File: src/rtl/ddp_rx_parse.sv
// Receive-side DDP parser: validates and strips the header beat, forwards payload
// beats to placement tagged with the queue number, and reports the header plus length to RDMAP.
module ddp_rx_parse #(
    parameter int          MAX_BYTES = 16384,
    parameter logic [1:0]  DDP_VER   = 2'b01
) (
    input  logic         clock_i,
    input  logic         reset_i,
    input  logic         rxValid_i,
    output logic         rxReady_o,
    input  logic [255:0] rxData_i,
    input  logic         rxSop_i,
    input  logic         rxEop_i,
    input  logic [5:0]   rxBytes_i,
    input  logic         placeFull_i,
    output logic         placePush_o,
    output logic [255:0] placeData_o,
    output logic [3:0]   placeQN_o,
    output logic         placeLast_o,
    output logic         ddpRx2RdmapHdrValid_o,
    input  logic         rdmapRxHdrReady_i,
    output logic [7:0]   ddpRx2RdmapCtrl_o,
    output logic [55:0]  ddpRx2RdmapHeader_o,
    output logic [7:0]   ddpRx2RdmapDdpCtrl_o,
    output logic [15:0]  ddpRx2RdmapLen_o,
    output logic         ddpRxErr_o,
    output logic [2:0]   ddpRxErrCode_o,
    output logic [15:0]  ddpRxPktCnt_o
);

    typedef enum logic [1:0] {
        ST_IDLE   = 2'd0,
        ST_DATA   = 2'd1,
        ST_REPORT = 2'd2,
        ST_DROP   = 2'd3
    } state_t;

    localparam logic [2:0]  ERR_VER    = 3'd1;
    localparam logic [2:0]  ERR_NOSOP  = 3'd2;
    localparam logic [2:0]  ERR_ABORT  = 3'd3;
    localparam logic [2:0]  ERR_LENGTH = 3'd4;
    localparam logic [16:0] MAX_LEN    = 17'(MAX_BYTES);

    state_t         state_q, state_d;
    logic [7:0]     ddp_ctrl_q, ddp_ctrl_d;
    logic [7:0]     rdmap_ctrl_q, rdmap_ctrl_d;
    logic [55:0]    rdmap_hdr_q, rdmap_hdr_d;
    logic [3:0]     qn_q, qn_d;
    logic [15:0]    len_q, len_d;
    logic           push_q, push_d;
    logic [255:0]   pdata_q, pdata_d;
    logic [3:0]     pqn_q, pqn_d;
    logic           plast_q, plast_d;
    logic           hv_q, hv_d;
    logic           err_q, err_d;
    logic [2:0]     code_q, code_d;
    logic [15:0]    cnt_q, cnt_d;

    logic           accept_s;
    logic           take_hdr_s;
    logic           ver_ok_s;
    logic           over_s;
    logic [16:0]    beat_len_s;
    logic [16:0]    sum_len_s;

    assign rxReady_o  = !reset_i && ((state_q == ST_IDLE) || (state_q == ST_DROP) ||
                                     ((state_q == ST_DATA) && !placeFull_i));
    assign accept_s   = rxValid_i && rxReady_o;
    assign ver_ok_s   = (rxData_i[1:0] == DDP_VER);
    // One bit wider than the length register so the limit check itself cannot wrap.
    assign beat_len_s = rxEop_i ? {11'd0, rxBytes_i} : 17'd32;
    assign sum_len_s  = {1'b0, len_q} + beat_len_s;
    assign over_s     = (sum_len_s > MAX_LEN);

    // Next-state and next-output computation for the parser.
    always_comb begin
        state_d      = state_q;
        ddp_ctrl_d   = ddp_ctrl_q;
        rdmap_ctrl_d = rdmap_ctrl_q;
        rdmap_hdr_d  = rdmap_hdr_q;
        qn_d         = qn_q;
        len_d        = len_q;
        push_d       = 1'b0;
        pdata_d      = pdata_q;
        pqn_d        = pqn_q;
        plast_d      = 1'b0;
        hv_d         = hv_q;
        err_d        = 1'b0;
        code_d       = 3'd0;
        cnt_d        = cnt_q;
        take_hdr_s   = 1'b0;

        case (state_q)
            ST_IDLE, ST_DROP: begin
                if (accept_s) begin
                    if (rxSop_i) begin
                        take_hdr_s = 1'b1;
                    end else if (state_q == ST_IDLE) begin
                        err_d  = 1'b1;
                        code_d = ERR_NOSOP;
                    end else if (rxEop_i) begin
                        state_d = ST_IDLE;
                    end else begin
                        state_d = ST_DROP;
                    end
                end else begin
                    state_d = state_q;
                end
            end
            ST_DATA: begin
                if (accept_s) begin
                    if (rxSop_i) begin
                        // Abandon the open packet; the new sop beat is its own header.
                        err_d      = 1'b1;
                        code_d     = ERR_ABORT;
                        take_hdr_s = 1'b1;
                    end else if (over_s) begin
                        err_d   = 1'b1;
                        code_d  = ERR_LENGTH;
                        state_d = rxEop_i ? ST_IDLE : ST_DROP;
                    end else begin
                        push_d  = 1'b1;
                        pdata_d = rxData_i;
                        pqn_d   = qn_q;
                        plast_d = rxEop_i;
                        len_d   = sum_len_s[15:0];
                        if (rxEop_i) begin
                            state_d = ST_REPORT;
                            hv_d    = 1'b1;
                        end else begin
                            state_d = ST_DATA;
                        end
                    end
                end else begin
                    state_d = ST_DATA;
                end
            end
            ST_REPORT: begin
                if (rdmapRxHdrReady_i) begin
                    hv_d    = 1'b0;
                    cnt_d   = cnt_q + 16'd1;
                    state_d = ST_IDLE;
                end else begin
                    state_d = ST_REPORT;
                end
            end
            default: begin
                state_d = ST_IDLE;
            end
        endcase

        if (take_hdr_s) begin
            ddp_ctrl_d   = rxData_i[7:0];
            rdmap_ctrl_d = rxData_i[15:8];
            rdmap_hdr_d  = rxData_i[71:16];
            qn_d         = rxData_i[75:72];
            len_d        = 16'd0;
            if (!ver_ok_s) begin
                // An abort already flagged this cycle keeps its code.
                if (!err_d) begin
                    err_d  = 1'b1;
                    code_d = ERR_VER;
                end else begin
                    err_d  = 1'b1;
                end
                state_d = rxEop_i ? ST_IDLE : ST_DROP;
            end else if (rxEop_i) begin
                state_d = ST_REPORT;
                hv_d    = 1'b1;
            end else begin
                state_d = ST_DATA;
            end
        end else begin
            take_hdr_s = 1'b0;
        end
    end

    // State and output registers with synchronous reset.
    always_ff @(posedge clock_i) begin
        if (reset_i) begin
            state_q      <= ST_IDLE;
            ddp_ctrl_q   <= 8'd0;
            rdmap_ctrl_q <= 8'd0;
            rdmap_hdr_q  <= 56'd0;
            qn_q         <= 4'd0;
            len_q        <= 16'd0;
            push_q       <= 1'b0;
            pdata_q      <= 256'd0;
            pqn_q        <= 4'd0;
            plast_q      <= 1'b0;
            hv_q         <= 1'b0;
            err_q        <= 1'b0;
            code_q       <= 3'd0;
            cnt_q        <= 16'd0;
        end else begin
            state_q      <= state_d;
            ddp_ctrl_q   <= ddp_ctrl_d;
            rdmap_ctrl_q <= rdmap_ctrl_d;
            rdmap_hdr_q  <= rdmap_hdr_d;
            qn_q         <= qn_d;
            len_q        <= len_d;
            push_q       <= push_d;
            pdata_q      <= pdata_d;
            pqn_q        <= pqn_d;
            plast_q      <= plast_d;
            hv_q         <= hv_d;
            err_q        <= err_d;
            code_q       <= code_d;
            cnt_q        <= cnt_d;
        end
    end

    assign placePush_o           = push_q;
    assign placeData_o           = pdata_q;
    assign placeQN_o             = pqn_q;
    assign placeLast_o           = plast_q;
    assign ddpRx2RdmapHdrValid_o = hv_q;
    assign ddpRx2RdmapCtrl_o     = rdmap_ctrl_q;
    assign ddpRx2RdmapHeader_o   = rdmap_hdr_q;
    assign ddpRx2RdmapDdpCtrl_o  = ddp_ctrl_q;
    assign ddpRx2RdmapLen_o      = len_q;
    assign ddpRxErr_o            = err_q;
    assign ddpRxErrCode_o        = code_q;
    assign ddpRxPktCnt_o         = cnt_q;

endmodule

File: config.mk
export PLATFORM = sky130hd
export DESIGN_NAME = ddp_rx_parse
export DESIGN_NICKNAME = d
export VERILOG_FILES = /design/src/rtl/ddp_rx_parse.sv
export SDC_FILE = /design/constraint.sdc
export NUM_CORES = 1
export LEC_CHECK = 0
export ABC_CLOCK_PERIOD_IN_PS = 8400
export CELL_PAD_IN_SITES_DETAIL_PLACEMENT = 1
export CELL_PAD_IN_SITES_GLOBAL_PLACEMENT = 2
export CORE_AREA = 2 2 253 255
export CTS_CLUSTER_SIZE = 16
export DETAILED_ROUTE_END_ITERATION = 7
export DIE_AREA = 0 0 255 257
export DONT_BUFFER_PORTS = 1
export MAX_ROUTING_LAYER = met4
export PLACE_DENSITY_LB_ADDON = 0.1
export SYNTH_ARGS = -nofsm -noshare
export SYNTH_HDL_FRONTEND = slang
export SYNTH_SLANG_ARGS = --single-unit
File: constraint.sdc
create_clock -name clock_i -period 8.4 [get_ports clock_i]
set_input_delay 0.84 -clock clock_i [delete_from_list [all_inputs] [get_ports clock_i]]
set_output_delay 0.84 -clock clock_i [all_outputs]
set_load 0.005 [all_outputs]
==> impl_metrics.tcl <==
set metrics [dict create \
    start_kind "primary input" \
    wl_per_cell_um 22.03 \
    area_growth_pct 15.25 \
    cp.required_ns 8.86 \
    status "complete, no violations" \
    cts_max_path_buffers 3 \
    cts_tree "built" \
    core.rowCount 92 \
    ys_types 48 \
    grt_pass1_wl_um 81360 \
    syn_area_per_cell_um2 7.875 \
    synth-seq-area-share 0.5406 \
    grt.overflow.total 0 \
    syn_inst 1773 \
    fin_area_um2 16090 \
    crit_arrival_ns 5.27 \
    slew_violations 0 \
    synth_fa_ha_area_frac 0.01308 \
    synthArstFlopShare 0 \
    relSlewSlack 0.2160 \
    drive_above_1_share 0.05063 \
    syn-cell-area_um2 13960 \
    synth_top_area_frac 0.5406 \
    drc 0 \
    fp.dieH_um 257 \
    synthMuxAreaShare 0.0007169 \
    cts_root_buf "clkbuf_16" \
    synth.net_count 2056 \
    period_needed_ns 4.814 \
    nNetsFinal 1983 \
    dpl-instance-area_um2 14490 \
    grt_pass1_vias 11788 \
    cellPowerDensity_nw_per_um2 267.5 \
    synthFlopType "dfxtp_1" \
    synth_top_family_by_area "simple AND/OR/NAND/NOR gates" \
    yosys.area.top_type "dfxtp_1" \
    max_freq_ghz 0.2077 \
    start_util 0.2226 \
    synthSimpleGateAreaFrac 0.2307 \
    holdBufCountCts 0 \
    vias 11713 \
    die_area_um2 65540 \
    drt-initial-drc-count 630 \
    max-cap-violations 0 \
    grt_antenna_before_repair 2 \
    synth_edf_count 0 \
    finalWirelength_um 56970 \
    tightest_slew_ns 1.176 \
    min_path_type "primary input to flip-flop" \
    reg2reg_slack_ns 3.61 \
    r2r_cells 10 \
    synth-xor-area-share 0.01631 \
    yosys_register_bits 377 \
    fill_cells 7438 \
    gp_congestion 0.8119 \
    grt_max_degree 362 \
    clk_latency_ns 0.59 \
    reg2reg_from "ddpRx2RdmapLen_o[6]$_SDFFE_PP0P_" \
    cts_resized 0 \
    synth_compound_area_frac 0.1533 \
    port-buffer-count 0 \
    track_usage 0.1700 \
    hpwl_um 39050 \
    post-route-period-util 0.5731 \
    hold_viol 0 \
    cts.clk_slew.worst_paths_ns 0.06 \
    tns_ns 0 \
    setup.worst_path.end "ddpRx2RdmapHdrValid_o$_SDFF_PP0_" \
    crit_type "primary input to flip-flop" \
    htreeDepth 2 \
    die_w_um 255 \
    rsz0062_at_grt "no" \
    startpoint "reset_i" \
    clock_sinks 377 \
    synth_area_leaders "dfxtp_1 (54%), nand2_1 (19%), a21oi_1 (13%), clkbuf_1 (2.4%), buf_4 (1.3%)" \
    end_kind "flip-flop" \
    place_inst 2497 \
    worstReg2RegEnd "ddpRx2RdmapHdrValid_o$_SDFF_PP0_" \
    instances_no_fill 2586 \
    vias_per_cell 4.529 \
    critPathMaxFanout 361 \
    coreArea_um2 62740 \
    io-pin-count 641 \
    ant_nets 0 \
    hold_ws_ns 0.3478 \
    setup_viol 0 \
    dr.pass1.iters 4 \
    post-cts-setup-buffer-count 0 \
    fin_worst_skew_ns 0.02937 \
    power.total_mw 4.305 \
    p_leak_nw 5.225 \
    ir_worst_vdd_mv 0.1326 \
    yosys_warnings 0 \
    numCtsBuffers 47 \
]
==> cells in the final DEF (no fill, tap or decap), types with 3 or more instances in the layout <==
cell type and instances:
nand2_1 711, dfxtp_1 377, a21oi_1 362, clkbuf_16 48
nor2_1 31, nand3_1 18, xor2_1 16, clkbuf_1 15
ha_1 13, and3_1 11, o21ai_0 11, and2_1 10
xnor2_1 10, inv_1 8, clkbuf_8 8, clkinv_2 7
buf_4 7, nand4_1 5, a211oi_1 5, nor3_1 5
bufinv_16 5, or3_1 4, nand2b_1 4, o31ai_1 4
a21o_1 4, or4_1 3, a31oi_1 3
==> Yosys cell counts, types with 2 or more instances <==
master	instances
a21oi_1	362
nand2b_1	4
a21o_1	4
or4_1	3
buf_2	10
a211oi_1	5
o2111ai_1	2
inv_1	8
nor2_1	31
dfxtp_1	377
and2_1	11
a31oi_1	3
nor3_1	6
o31ai_1	4
xor2_1	16
nand3_1	18
nand2_1	711
o21ai_0	11
buf_1	2
nor4_1	2
xnor2_1	10
nand4_1	5
a221oi_1	2
clkbuf_1	91
or3_1	5
buf_4	25
ha_1	13
o211ai_1	2
and3_1	11
==> critical path: stages <==
cell and delay (ns):
a211oi_1 0.82, nand3_1 0.26, a211oi_1 0.34, nand4_2 0.19
and2_4 0.32, inv_8 0.65, buf_4 0.70, a21oi_1 0.15
a211oi_1 0.22
==> logic make-up (layout without fill, tap and decap cells) <==
group / count (synthesis) / in the layout
simple gates: 813 / 813
compound gates: 404 / 404
flops: 377 / 377
buf+inv: 138 / 103
xor+xnor: 26 / 26
fa+ha+maj: 14 / 14
mux: 1 / 1
other cells: 0 / 2
==> sequential cells by signal (all words and copies together) (netlist names) <==
| name | flops |
|---|---|
| ddpRx2RdmapCtrl_o | 8 |
| ddpRx2RdmapDdpCtrl_o | 8 |
| ddpRx2RdmapHdrValid_o | 1 |
| ddpRx2RdmapHeader_o | 56 |
| ddpRx2RdmapLen_o | 16 |
| ddpRxErrCode_o | 3 |
| ddpRxErr_o | 1 |
| ddpRxPktCnt_o | 16 |
| placeData_o | 256 |
| placeLast_o | 1 |
| placePush_o | 1 |
| placeQN_o | 4 |
| qn_q | 4 |
| state_q | 2 |
==> stage by stage <==
stage               setup WS (ns)  utilization
finish                      3.586       0.2565
global placement            3.133       0.2310
detailed placement          3.058       0.2310
CTS                         3.584       0.2564
floorplan                   4.555            -
global route                3.222       0.2565
==> cell type report <==
cell class              instances  area (um2)  share of cell area
clock buffers                  71        1368             0.08499
clock inverters                16       225.2             0.01400
well taps                     846        1059             0.06578
diodes                          2       5.005           0.0003110
inverters                       9       41.29            0.002566
multi-input cells            1258        5794              0.3601
flip-flops and latches        377        7547              0.4690
repair buffers                  7       52.55            0.003266
==> metal layers <==
| metal | track usage | wire length [um] | vias to the layer above |
|---|---|---|---|
| li1 | - | - | 5631 |
| met1 | 0.1791 | 21350 | 5661 |
| met2 | 0.2874 | 28480 | 348 |
| met3 | 0.07313 | 5804 | 73 |
| met4 | 0.04890 | 1330 | 0 |
| met5 | - | 0 | - |
==> worst min-delay path by stage <==
| stage | cells past startpoint | to | slack (ns) | startpoint |
|---|---|---|---|---|
| floorplan | 2 | placeQN_o[0]$_SDFFE_PP0P_ | 0.43 | qn_q[0]$_SDFFE_PP0P_ |
| global placement | 2 | qn_q[3]$_SDFFE_PP0P_ | 0.45 | qn_q[3]$_SDFFE_PP0P_ |
| detailed placement | 2 | placeQN_o[3]$_SDFFE_PP0P_ | 0.45 | qn_q[3]$_SDFFE_PP0P_ |
| CTS | 1 | placeData_o[143]$_SDFFE_PP0P_ | 0.29 | reset_i |
| global route | 1 | placeData_o[143]$_SDFFE_PP0P_ | 0.32 | reset_i |
| finish | 1 | placeData_o[141]$_SDFFE_PP0P_ | 0.35 | reset_i |
==> power breakdown <==
part           leakage (nW)  switching [mW]  total, mW  internal [mW]
combinational          1.41           0.171      0.250         0.0793
clock                 0.777           0.826       2.10           1.28
sequential             3.04          0.0835       1.95           1.87
Power figures use the tool's default switching activity.
